`src/rtl/ballot_controller.sv`:
```
// ballot_controller
// Runs one voting session at a time for a 4-candidate machine. An officer arms
// a ballot. The machine then accepts exactly one validated press: a single
// button held for HOLD_CYCLES consecutive cycles. It then bumps that
// candidate's saturating 8-bit tally and pulses casted_vote.
//
// Ports
//   clock, reset            : posedge clock, synchronous active-high reset
//   mode                    : 0 = voting, 1 = result display (aborts ballots)
//   ballot_enable           : officer arm request, looked at in IDLE only
//   candi1..4_press         : raw candidate buttons, already synchronised
//   candi1..4_votes [7:0]   : registered tallies
//   casted_vote             : 1-cycle pulse per committed vote
//   armed                   : ballot lamp (ARMED / HOLD / COMMIT)
//   timed_out               : 1-cycle pulse when an armed ballot expires
//   overflow                : sticky, a commit hit a tally already at 255
module ballot_controller #(
  parameter int HOLD_CYCLES = 4,
  parameter int TIMEOUT     = 1000
) (
  input  logic       clock,
  input  logic       reset,
  input  logic       mode,
  input  logic       ballot_enable,
  input  logic       candi1_press,
  input  logic       candi2_press,
  input  logic       candi3_press,
  input  logic       candi4_press,
  output logic [7:0] candi1_votes,
  output logic [7:0] candi2_votes,
  output logic [7:0] candi3_votes,
  output logic [7:0] candi4_votes,
  output logic       casted_vote,
  output logic       armed,
  output logic       timed_out,
  output logic       overflow
);
  localparam int NUM_CAND = 4;
  localparam int HW = $clog2(HOLD_CYCLES + 1);
  localparam int TW = $clog2(TIMEOUT + 1);
  localparam logic [HW-1:0] HC_V = HW'(HOLD_CYCLES);
  localparam logic [TW-1:0] TO_V = TW'(TIMEOUT);

  typedef enum logic [2:0] {S_IDLE, S_ARMED, S_HOLD, S_COMMIT, S_RELEASE} state_t;

  state_t                           r_state;
  logic [NUM_CAND-1:0]              r_cand;
  logic [HW-1:0]                    r_hcnt;
  logic [TW-1:0]                    r_tcnt;
  logic [NUM_CAND-1:0][7:0]         r_votes;

  logic [NUM_CAND-1:0] w_press;
  logic                w_onehot;
  logic                w_any;
  logic                w_same;
  logic [HW-1:0]       w_hcnt_nx;
  logic [TW-1:0]       w_tcnt_nx;
  logic                w_hold_done;
  logic                w_to_hit;

  assign w_press     = {candi4_press, candi3_press, candi2_press, candi1_press};
  assign w_any       = |w_press;
  // x & (x-1) clears the lowest set bit; zero result means at most one bit set
  assign w_onehot    = w_any && ((w_press & (w_press - 4'd1)) == 4'd0);
  assign w_same      = (w_press == r_cand);
  assign w_hcnt_nx   = r_hcnt + HW'(1);
  assign w_tcnt_nx   = r_tcnt + TW'(1);
  assign w_hold_done = (w_hcnt_nx == HC_V);
  assign w_to_hit    = (w_tcnt_nx == TO_V);

  assign candi1_votes = r_votes[0];
  assign candi2_votes = r_votes[1];
  assign candi3_votes = r_votes[2];
  assign candi4_votes = r_votes[3];

  always_ff @(posedge clock) begin
    if (reset) begin
      r_state     <= S_IDLE;
      r_cand      <= '0;
      r_hcnt      <= '0;
      r_tcnt      <= '0;
      r_votes     <= '0;
      casted_vote <= 1'b0;
      armed       <= 1'b0;
      timed_out   <= 1'b0;
      overflow    <= 1'b0;
    end else begin
      casted_vote <= 1'b0;
      timed_out   <= 1'b0;
      case (r_state)
        S_IDLE: begin
          if (!mode && ballot_enable) begin
            r_state <= S_ARMED;
            armed   <= 1'b1;
            r_tcnt  <= '0;
          end
        end
        S_ARMED: begin
          if (mode) begin
            r_state <= S_IDLE;
            armed   <= 1'b0;
          end else if (w_to_hit) begin
            r_state   <= S_IDLE;
            armed     <= 1'b0;
            timed_out <= 1'b1;
          end else begin
            r_tcnt <= w_tcnt_nx;
            if (w_onehot) begin
              r_state <= S_HOLD;
              r_cand  <= w_press;
              r_hcnt  <= HW'(1);
            end
          end
        end
        S_HOLD: begin
          // hold completion outranks timeout on the same edge
          if (mode) begin
            r_state <= S_IDLE;
            armed   <= 1'b0;
          end else if (w_same && w_hold_done) begin
            r_state <= S_COMMIT;
          end else if (w_to_hit) begin
            r_state   <= S_IDLE;
            armed     <= 1'b0;
            timed_out <= 1'b1;
          end else begin
            r_tcnt <= w_tcnt_nx;
            if (w_same) begin
              r_hcnt <= w_hcnt_nx;
            end else begin
              r_state <= S_ARMED;
              r_hcnt  <= '0;
            end
          end
        end
        S_COMMIT: begin
          for (int i = 0; i < NUM_CAND; i++) begin
            if (r_cand[i]) begin
              if (r_votes[i] == 8'hFF) overflow <= 1'b1;
              else                     r_votes[i] <= r_votes[i] + 8'd1;
            end
          end
          casted_vote <= 1'b1;
          armed       <= 1'b0;
          r_hcnt      <= '0;
          r_state     <= S_RELEASE;
        end
        S_RELEASE: begin
          // a button still held from this ballot must not vote on the next one
          if (!w_any) r_state <= S_IDLE;
        end
        default: begin
          r_state <= S_IDLE;
          armed   <= 1'b0;
        end
      endcase
    end
  end
endmodule

```
`config.mk`:
```
export PLATFORM = sky130hd
export DESIGN_NAME = ballot_controller
export DESIGN_NICKNAME = d
export VERILOG_FILES = /design/src/rtl/ballot_controller.sv
export SDC_FILE = /design/constraint.sdc
export NUM_CORES = 1
export LEC_CHECK = 0
export CAP_MARGIN = 20
export CORE_MARGIN = 4
export CORE_UTILIZATION = 49
export DETAILED_ROUTE_END_ITERATION = 10
export HOLD_SLACK_MARGIN = 0.06
export PLACE_DENSITY = 0.8
export SETUP_SLACK_MARGIN = 0.1
export SLEW_MARGIN = 20
export SYNTH_ARGS = -nofsm -noshare
export SYNTH_HDL_FRONTEND = slang
export SYNTH_SLANG_ARGS = --single-unit
```
`constraint.sdc`:
```
create_clock -name clock -period 2.2 [get_ports clock]
set_input_delay 0.44 -clock clock [delete_from_list [all_inputs] [get_ports clock]]
set_output_delay 0.44 -clock clock [all_outputs]
set_load 0.005 [all_outputs]
```
# After elaboration in Yosys (flattened, before gate mapping)
# Cells that the tools add are included.
[word_totals]
regBits = 56
in_bits = 8
output_inout_bits = 36
word_cells = 111
[op_classes]
add_sub_neg = 7
n_eq_ne = 22
n_mux = 44
bitwise = 8
reduce_logical = 18
[op_table]
columns = ["cell", "count"]
rows = [
  ["2-to-1 mux 10 bit", 5],
  ["2-to-1 mux 3 bit", 16],
  ["adder 8 x 1 -> 8 bit, second input constant", 4],
  ["equality test 8 bit, second input constant", 4],
  ["case mux 10 bit (3 select lines)", 1],
  ["2-to-1 mux 1 bit", 18],
  ["inequality test 2 bit, second input constant", 8],
  ["case mux 3 bit (5 select lines)", 1],
  ["AND reduction 3 bit", 5],
  ["adder 10 x 1 -> 10 bit, second input constant", 1],
  ["equality test 10 bit, second input constant", 1],
  ["case mux 3 bit (3 select lines)", 1],
  ["AND reduction 4 bit", 2],
  ["inverter 1 bit", 7],
  ["AND reduction 7 bit", 1],
  ["equality test 3 x 2 -> 1 bit, second input constant", 2],
  ["equality test 3 bit, second input constant", 2],
  ["nonzero test 3 bit", 2],
  ["inequality test 5 bit, second input constant", 1],
  ["AND reduction 5 bit", 1],
  ["bitwise AND 4 bit", 1],
  ["equality test 4 bit", 1],
  ["zero test 4 bit", 1],
  ["inequality test 4 bit, second input constant", 1],
  ["other kinds (10)", 12],
]

# Longest topological paths before layout
# Gate-level depths: netlist (run 1).
[logic_depth]
ltp_word = 9
mapped_depth = 8
ltp_nobuf = 7

# Least setup slack after synthesis (run 1)
# OpenSTA, ideal clock, no wires.
[synth_path]
kind = "register -> register"
from = "reg r_tcnt[0]"
to = "reg r_tcnt[3]"
setup_ps = 137
t_arrival_ps = 2084
required_time_ps = 2063
path_slack_ps = -22
stages_incl_launch_ff = 9
path_buffers = 1
synth_period_minus_slack_ps = 2222
cell_sequence = "dfxtp_1 ha_1 buf_4 nand3_2 or3_4 a221oi_4 a311oi_2 a41oi_1 a311oi_1"
[synth_between]
elab_chain_len = 6
elab_cells_between_ends = 7
cone_classes = "1 x add/sub; 1 x eq/ne; 5 x mux"
[synth_rtl]
columns = ["element", "line", "source"]
rows = [
  ["start: declaration", "49", "logic [TW-1:0] r_tcnt;"],
  ["start signal: assignment", "107", "r_tcnt <= w_tcnt_nx;"],
  ["start signal: assignment", "127", "r_tcnt <= w_tcnt_nx;"],
  ["adder 10 x 1 -> 10 bit (*)", "67", "assign w_tcnt_nx = r_tcnt + TW'(1);"],
  ["equality test 10 bit", "69", "assign w_to_hit = (w_tcnt_nx == TO_V);"],
  ["2-to-1 mux 10 bit (*)", "102, 122", ""],
  ["2-to-1 mux 10 bit", "120", "end else if (w_same && w_hold_done) begin"],
  ["2-to-1 mux 10 bit", "117", "if (mode) begin"],
  ["case mux 10 bit (3 select lines) (*)", "90", "case (r_state)"],
]
# Mark *: on every way between the ends. The rest lies on a longest branch, timed or not. The select of a mux whose other input is x is not followed.
# A chain may end at the register's enable or synchronous reset.

# Final worst setup path (run 1)
[layout_path]
from = "reg r_tcnt[0]"
to = "reg r_hcnt[2]"
[layout_between]
elab_chain_len = 4
elab_cells_between_ends = 5
cone_classes = "1 x add/sub; 3 x eq/ne; 1 x reduce/logical"
[layout_rtl]
columns = ["element", "line", "source"]
rows = [
  ["adder 10 x 1 -> 10 bit (*)", "67", ""],
  ["equality test 10 bit (*)", "69", ""],
  ["inequality test 2 bit (no source line)", "--", ""],
  ["AND reduction 7 bit (no source line) (*)", "--", ""],
  ["end signal: assignment", "129", "r_hcnt <= w_hcnt_nx;"],
  ["end: declaration", "48", "logic [HW-1:0] r_hcnt;"],
]
# Mark *: on every way between the ends. The rest lies on a longest branch, timed or not.

==> results of run 1 <==
-- state kept, by name (all words and copies together), names as in the netlist --
signal / flops
casted_vote: 1
candi4_votes: 8
r_cand: 4
candi3_votes: 8
r_hcnt: 3
candi2_votes: 8
armed: 1
timed_out: 1
r_state: 3
overflow: 1
candi1_votes: 8
r_tcnt: 10
-- power by group through the flow --
stage	Sequential [uW]	Combinational, uW	Clock, uW
3_3_place_gp	1060	233	0
2_1_floorplan	1060	140	0
3_5_place_dp	1060	236	0
5_1_grt	1040	286	632
4_1_cts	1040	251	586
6_report	1040	263	567
-- through the flow --
step | setup slack [ns] | power (uW) | utilization [%] | std cells
floorplan | 0.0709 | 1200 | - | 356
global placement | -0.251 | 1290 | 64.1 | 500
detailed placement | -0.299 | 1300 | 64.1 | 500
CTS | 0.0714 | 1880 | 66.6 | 511
global route | -0.0964 | 1960 | 70.1 | 523
finish | -0.00651 | 1870 | 70.1 | 523
-- layout make-up --
class,instances,area (um^2),share of cell area [%]
Multi-Input combinational cell,280,2040,48.3
Sequential cell,56,1130,26.7
Timing Repair Buffer,97,843,20.0
Tap cell,75,93.8,2.22
Clock buffer,6,72.6,1.72
Inverter,7,26.3,0.622
Clock inverter,2,16.3,0.385
-- per-layer routing --
layer	up-vias	wire [um]	global-route usage (%)	share of wire [%]
met5	-	0	0	0
met4	0	232	6.28	2.9
met3	24	462	4.61	5.7
met2	99	3850	32.4	47
met1	1423	3580	28.2	44
li1	1484	-	-	-
-- synth_stat cells (3+ instances only) --
| library cell | instances |
|---|---|
| a21oi_1 | 19 |
| a311oi_1 | 4 |
| a31oi_1 | 6 |
| a41oi_1 | 3 |
| and3_1 | 8 |
| and4_1 | 5 |
| clkbuf_1 | 7 |
| dfxtp_1 | 56 |
| ha_1 | 8 |
| inv_1 | 7 |
| mux2i_1 | 6 |
| nand2_1 | 26 |
| nand3_1 | 21 |
| nand4_1 | 10 |
| nor2_1 | 50 |
| nor2b_1 | 3 |
| nor3_1 | 6 |
| o21ai_0 | 13 |
| o21ai_1 | 5 |
| or3_1 | 5 |
| xnor2_1 | 15 |
| xor2_1 | 17 |
-- kinds of logic after synthesis --
kind of cell | count (synthesis) | synth area share, %
adders and majority gates | 8 | 3.23
buffers and inverters | 20 | 3.19
muxes | 6 | 1.94
DFF | 56 | 36.2
xor gates and xnor gates | 32 | 9.04
AOI/OAI and AO/OA | 78 | 19.7
and+or+nand+nor | 156 | 26.7
-- what timing repair did --
item,CTS,global route
setup buffers,3,12
hold buffers,0,0
endpoints found under the hold margin,0,0
pin swaps,8,12
setup endpoints to repair,19,24
resized for setup,11,22
-- cell usage in the layout (no fill, tap or decap), drive strengths merged, types with 7 or more instances in the layout --
cell,synthesis,routed
nand2,26,26
nand4,10,10
a21oi,20,20
xnor2,15,15
buf,6,55
nor3,7,7
or3,7,7
xor2,17,17
o21ai,19,19
and3,8,8
ha,8,8
clkdlybuf4s50,0,39
dfxtp,56,56
nor2,50,50
nand3,23,23
inv,7,7
-- final timing paths --
path                  start         to  slack [ns]  cells past startpoint
setup / recovery  r_tcnt[0]  r_hcnt[2]      -0.007                      9
hold reg to reg   r_hcnt[2]  r_hcnt[2]        0.50                      2
setup reg to reg  r_tcnt[0]  r_hcnt[2]      -0.007                      9
hold / removal        reset  r_hcnt[1]        0.47                      2
-- critical path, stage by stage (launching register included) --
cell and delay, ns:
dfxtp_2 0.35, ha_4 0.17, buf_4 0.14, and4_4 0.19, o211ai_4 0.22, a221o_2 0.23
nor4_4 0.05, buf_4 0.18, or4_1 0.46, a21oi_1 0.15
==> results.sh, run 1 <==
export IMPL_intPower_uw=1370
export IMPL_antenna_cells=0
export IMPL_final_cell_area_um2=4220
export IMPL_syn_area_um2=3100
export IMPL_ys_seq_area_share_pct=36.2
export IMPL_clockBufferDepth=2
export IMPL_drive_above_1_share_pct=23.9
export IMPL_hold_viol=0
export IMPL_grt_pass1_wl_mm=12.8
export IMPL_totalWireLength_mm=8.12
export IMPL_cts_tree="yes"
export IMPL_ant_nets=0
export IMPL_nNetsFinal=463
export IMPL_outcome="finished with violations"
export IMPL_swShare_pct=26.7
export IMPL_grt_overflow_total=0
export IMPL_async_flop_share_pct=0
export IMPL_power_per_cell_area_nw_per_um2=443
export IMPL_cts_made_buffers=5
export IMPL_cts_sinks=56
export IMPL_max_freq_mhz=453
export IMPL_vias=3030
export IMPL_grt_pass1_vias=2803
export IMPL_die_h_um=87.5
export IMPL_combPwrFrac_pct=14.1
export IMPL_cap_violations=0
export IMPL_cp_required_ns=2.44
export IMPL_seq_power_share_pct=55.6
export IMPL_fin_crit_sh_pct=100
export IMPL_p_sw_uw=500
export IMPL_floorplan_initialDensity_pct=51.4
export IMPL_detailed_place_hpwl_mm=5.49
export IMPL_core_um2=6030
export IMPL_rsz0062_at_grt="yes"
export IMPL_netlist_top_cells_area="dfxtp_1 (36%), nor2_1 (6.1%), xor2_1 (4.8%)"
export IMPL_htreeDepth=2
export IMPL_period_minus_slack_ns=2.21
export IMPL_synth_ff_type="dfxtp_1"
export IMPL_clock_skew_ns=0.0103
export IMPL_yosysWarnings=0
export IMPL_syn_inst=356
export IMPL_peakVddDrop_mv=0.322
export IMPL_clk_latency_ns=0.31
export IMPL_die_w_um=87.5
export IMPL_io_pin_count=44
export IMPL_routabilityCongestion=0.970
export IMPL_viasPerCell=5.79
export IMPL_place_area_um2=3860
export IMPL_worst_slack_ns=-0.00651
export IMPL_yosysUniqueCellTypes=68
export IMPL_ys_seq_elements=56
export IMPL_fillers=468
export IMPL_fin_setup_tns_ns=-0.00651
export IMPL_syn_nets=372
export IMPL_relSlewSlack_pct=67.3
export IMPL_rows=28
export IMPL_endpoint_kind="register"
export IMPL_grt_max_degree=44
export IMPL_p_leak_uw=0.00150
export IMPL_grt_use_total_pct=20.6
export IMPL_startpoint_type="register"
export IMPL_slew_viol_final=0
export IMPL_grt_antenna_before_repair=0
export IMPL_port_buffer_count=43
export IMPL_syn2layout_area_growth_pct=36.2
export IMPL_cp_max_fo=5
export IMPL_synth_avg_cell_area_um2=8.71
export IMPL_hold_class="input pin to register"
export IMPL_synth_largest_area_cell="dfxtp_1"
export IMPL_clockPowerShare_pct=30.3
export IMPL_whs_ns=0.473
export IMPL_drt_first_pass_iters=4
export IMPL_worstSetupPathType="register to register"
export IMPL_cts_root_buf="clkbuf_8"
export IMPL_die_area_um2=7660
export IMPL_cp_data_arrival_time_ns=2.45
export IMPL_yosysTopAreaCellShare_pct=36.2
export IMPL_drc=0
export IMPL_tightest_slew_ns=0.488
export IMPL_clkTransAtPathRegs_ns=0.10
export IMPL_failed_checks="negative setup slack"
export IMPL_synth_edf_count=0
export IMPL_wl_per_cell_um=15.5
export IMPL_setup_violations=1
export IMPL_drt_iter0_drc=180
(Power assumes the default switching activity.)
==> inputs of run 2 (changes only) <==
CORE_ASPECT_RATIO = 2   (was default)
GPL_ROUTABILITY_DRIVEN = 1   (was default)
==> results.sh, run 2 (same netlist as run 1, synthesis figures left out) <==
export IMPL_outcome="completed"
export IMPL_ctsHoldBuffers=0
export IMPL_period_minus_slack_ns=2.20
export IMPL_viasPerCell=5.88
export IMPL_clockPowerShare_pct=40.0
export IMPL_power_per_cell_area_nw_per_um2=502
export IMPL_die_h_um=120
export IMPL_floorplan_initialDensity_pct=51.2
export IMPL_final_cell_count_no_fill=534
export IMPL_fillers=411
export IMPL_grt_antenna_before_repair=0
export IMPL_p_sw_uw=547
export IMPL_cp_data_arrival_time_ns=2.40
export IMPL_drive_above_1_share_pct=28.2
export IMPL_max_freq_mhz=455
export IMPL_cp_required_ns=2.40
export IMPL_dp_cells=510
export IMPL_cp_max_fo=5
export IMPL_p_leak_uw=0.00158
export IMPL_endpoint_kind="register"
export IMPL_die_w_um=64.2
export IMPL_clockBufferDepth=2
export IMPL_cts_made_buffers=5
export IMPL_grt_pass1_vias=3181
export IMPL_final_cell_mix="nor2_1 (49), dfxtp_1 (49), buf_4 (48), clkdlybuf4s50_1 (38), nand2_1 (24)"
export IMPL_nNetsFinal=465
export IMPL_setup_violations=0
export IMPL_grt_overflow_total=0
export IMPL_ant_nets=0
export IMPL_drt_first_pass_iters=4
export IMPL_hold_viol=0
export IMPL_peakVddDrop_mv=0.588
export IMPL_hold_class="register to register"
export IMPL_intPower_uw=1700
export IMPL_largest_register_ffs=10
export IMPL_detailed_place_hpwl_mm=6.23
export IMPL_cts_tree="yes"
export IMPL_drc=0
export IMPL_top_register="r_tcnt"
export IMPL_drt_iter0_drc=227
export IMPL_whs_ns=0.492
export IMPL_cts_sinks=56
export IMPL_seq_power_share_pct=46.4
export IMPL_route_met2_wl_mm=5.46
export IMPL_core_um2=6060
export IMPL_startpoint_type="register"
export IMPL_grt_max_degree=36
export IMPL_antenna_cells=0
export IMPL_cap_violations=0
export IMPL_wl_per_cell_um=17.6
export IMPL_worstSetupPathType="register to register"
export IMPL_vias=3142
export IMPL_grt_use_total_pct=23.8
export IMPL_met1_length_mm=3.22
export IMPL_grt_pass1_wl_mm=14.6
export IMPL_tightest_slew_ns=0.731
export IMPL_clock_skew_ns=0.00758
export IMPL_wl_met3_um=247
export IMPL_total_power_uw=2240
export IMPL_clk_latency_ns=0.30
export IMPL_combPwrFrac_pct=13.5
export IMPL_die_area_um2=7740
export IMPL_clkTransAtPathRegs_ns=0.07
export IMPL_swShare_pct=24.4
export IMPL_port_buffer_count=43
export IMPL_routabilityCongestion=0.950
export IMPL_relSlewSlack_pct=51.2
export IMPL_fin_crit_sh_pct=100
export IMPL_slew_viol_final=0
export IMPL_rsz0062_at_grt="yes"
export IMPL_cts_root_buf="clkbuf_16"
export IMPL_htreeDepth=2
export IMPL_totalWireLength_mm=9.39
export IMPL_io_pin_count=44
export IMPL_rows=40
export IMPL_routed_top_layer="met4"
export IMPL_syn2layout_area_growth_pct=44.1
==> run 2: cell count changes in the layout (fill, tap and decap cells not counted), moves of 4 or more <==
cell       change
a31oi_4        +4
buf_4          -4
buf_6          +7
clkbuf_16      +5
clkbuf_8       -5
nand3_1        -4
o21ai_0        -4
==> run 2: repair_timing <==
item                                   in CTS  in global routing
endpoints found under the hold margin       0                  0
resized for setup                          12                 54
pin swaps                                  13                 32
setup endpoints to repair                  21                 23
buffers inserted                            4                 12
==> run 2: layer usage <==
metal / vias up / GRT usage [%]
met5: - / 0
met4: 0 / 16.3
met3: 29 / 3.07
met2: 83 / 43.6
met1: 1539 / 24.0
li1: 1491 / -
==> run 2: per-stage QoR <==
step / util (%) / area (um^2) / setup slack, ns / TNS (ns)
floorplan: - / 3120 / 0.0709 / 0
global placement: 64.0 / 3880 / -0.231 / -2.03
detailed placement: 64.0 / 3880 / -0.401 / -3.16
CTS: 68.0 / 4120 / 0.00135 / 0
global route: 73.7 / 4470 / -0.0700 / -0.603
finish: 73.7 / 4470 / 0.00102 / 0
==> run 2: critical path, stage by stage (launching register included) <==
cell	delay, ns
dfxtp_2	0.36
ha_4	0.17
buf_6	0.13
a31oi_4	0.08
o211ai_4	0.24
a221oi_4	0.05
buf_6	0.15
a311oi_4	0.38
buf_6	0.18
buf_6	0.10
a21oi_2	0.04
a311oi_1	0.21
==> run 2: final timing paths <==
kind,startpoint,end,slack (ns),depth (start not counted)
setup / recovery,r_tcnt[0],r_tcnt[9],0.001,11
hold / removal,candi1_votes[1],candi1_votes[1],0.49,2
setup reg to reg,r_tcnt[0],r_tcnt[9],0.001,11
hold reg to reg,candi1_votes[1],candi1_votes[1],0.49,2
==> run 2: final cells by class <==
class	count	area, um^2	area share (%)
well taps	84	105	2.35
flip-flops and latches	56	1130	25.4
multi-input cells	280	2160	48.4
clock buffers	6	129	2.89
clock inverters	2	35.0	0.785
repair buffers	99	878	19.7
inverters	7	26.3	0.588
==> run 2: power by group through the flow <==
stage	clock network, uW	logic (uW)	registers [uW]
floorplan	0	140	1060
global placement	0	228	1060
detailed placement	0	234	1060
CTS	918	245	1040
global route	961	324	1040
finish	898	304	1040
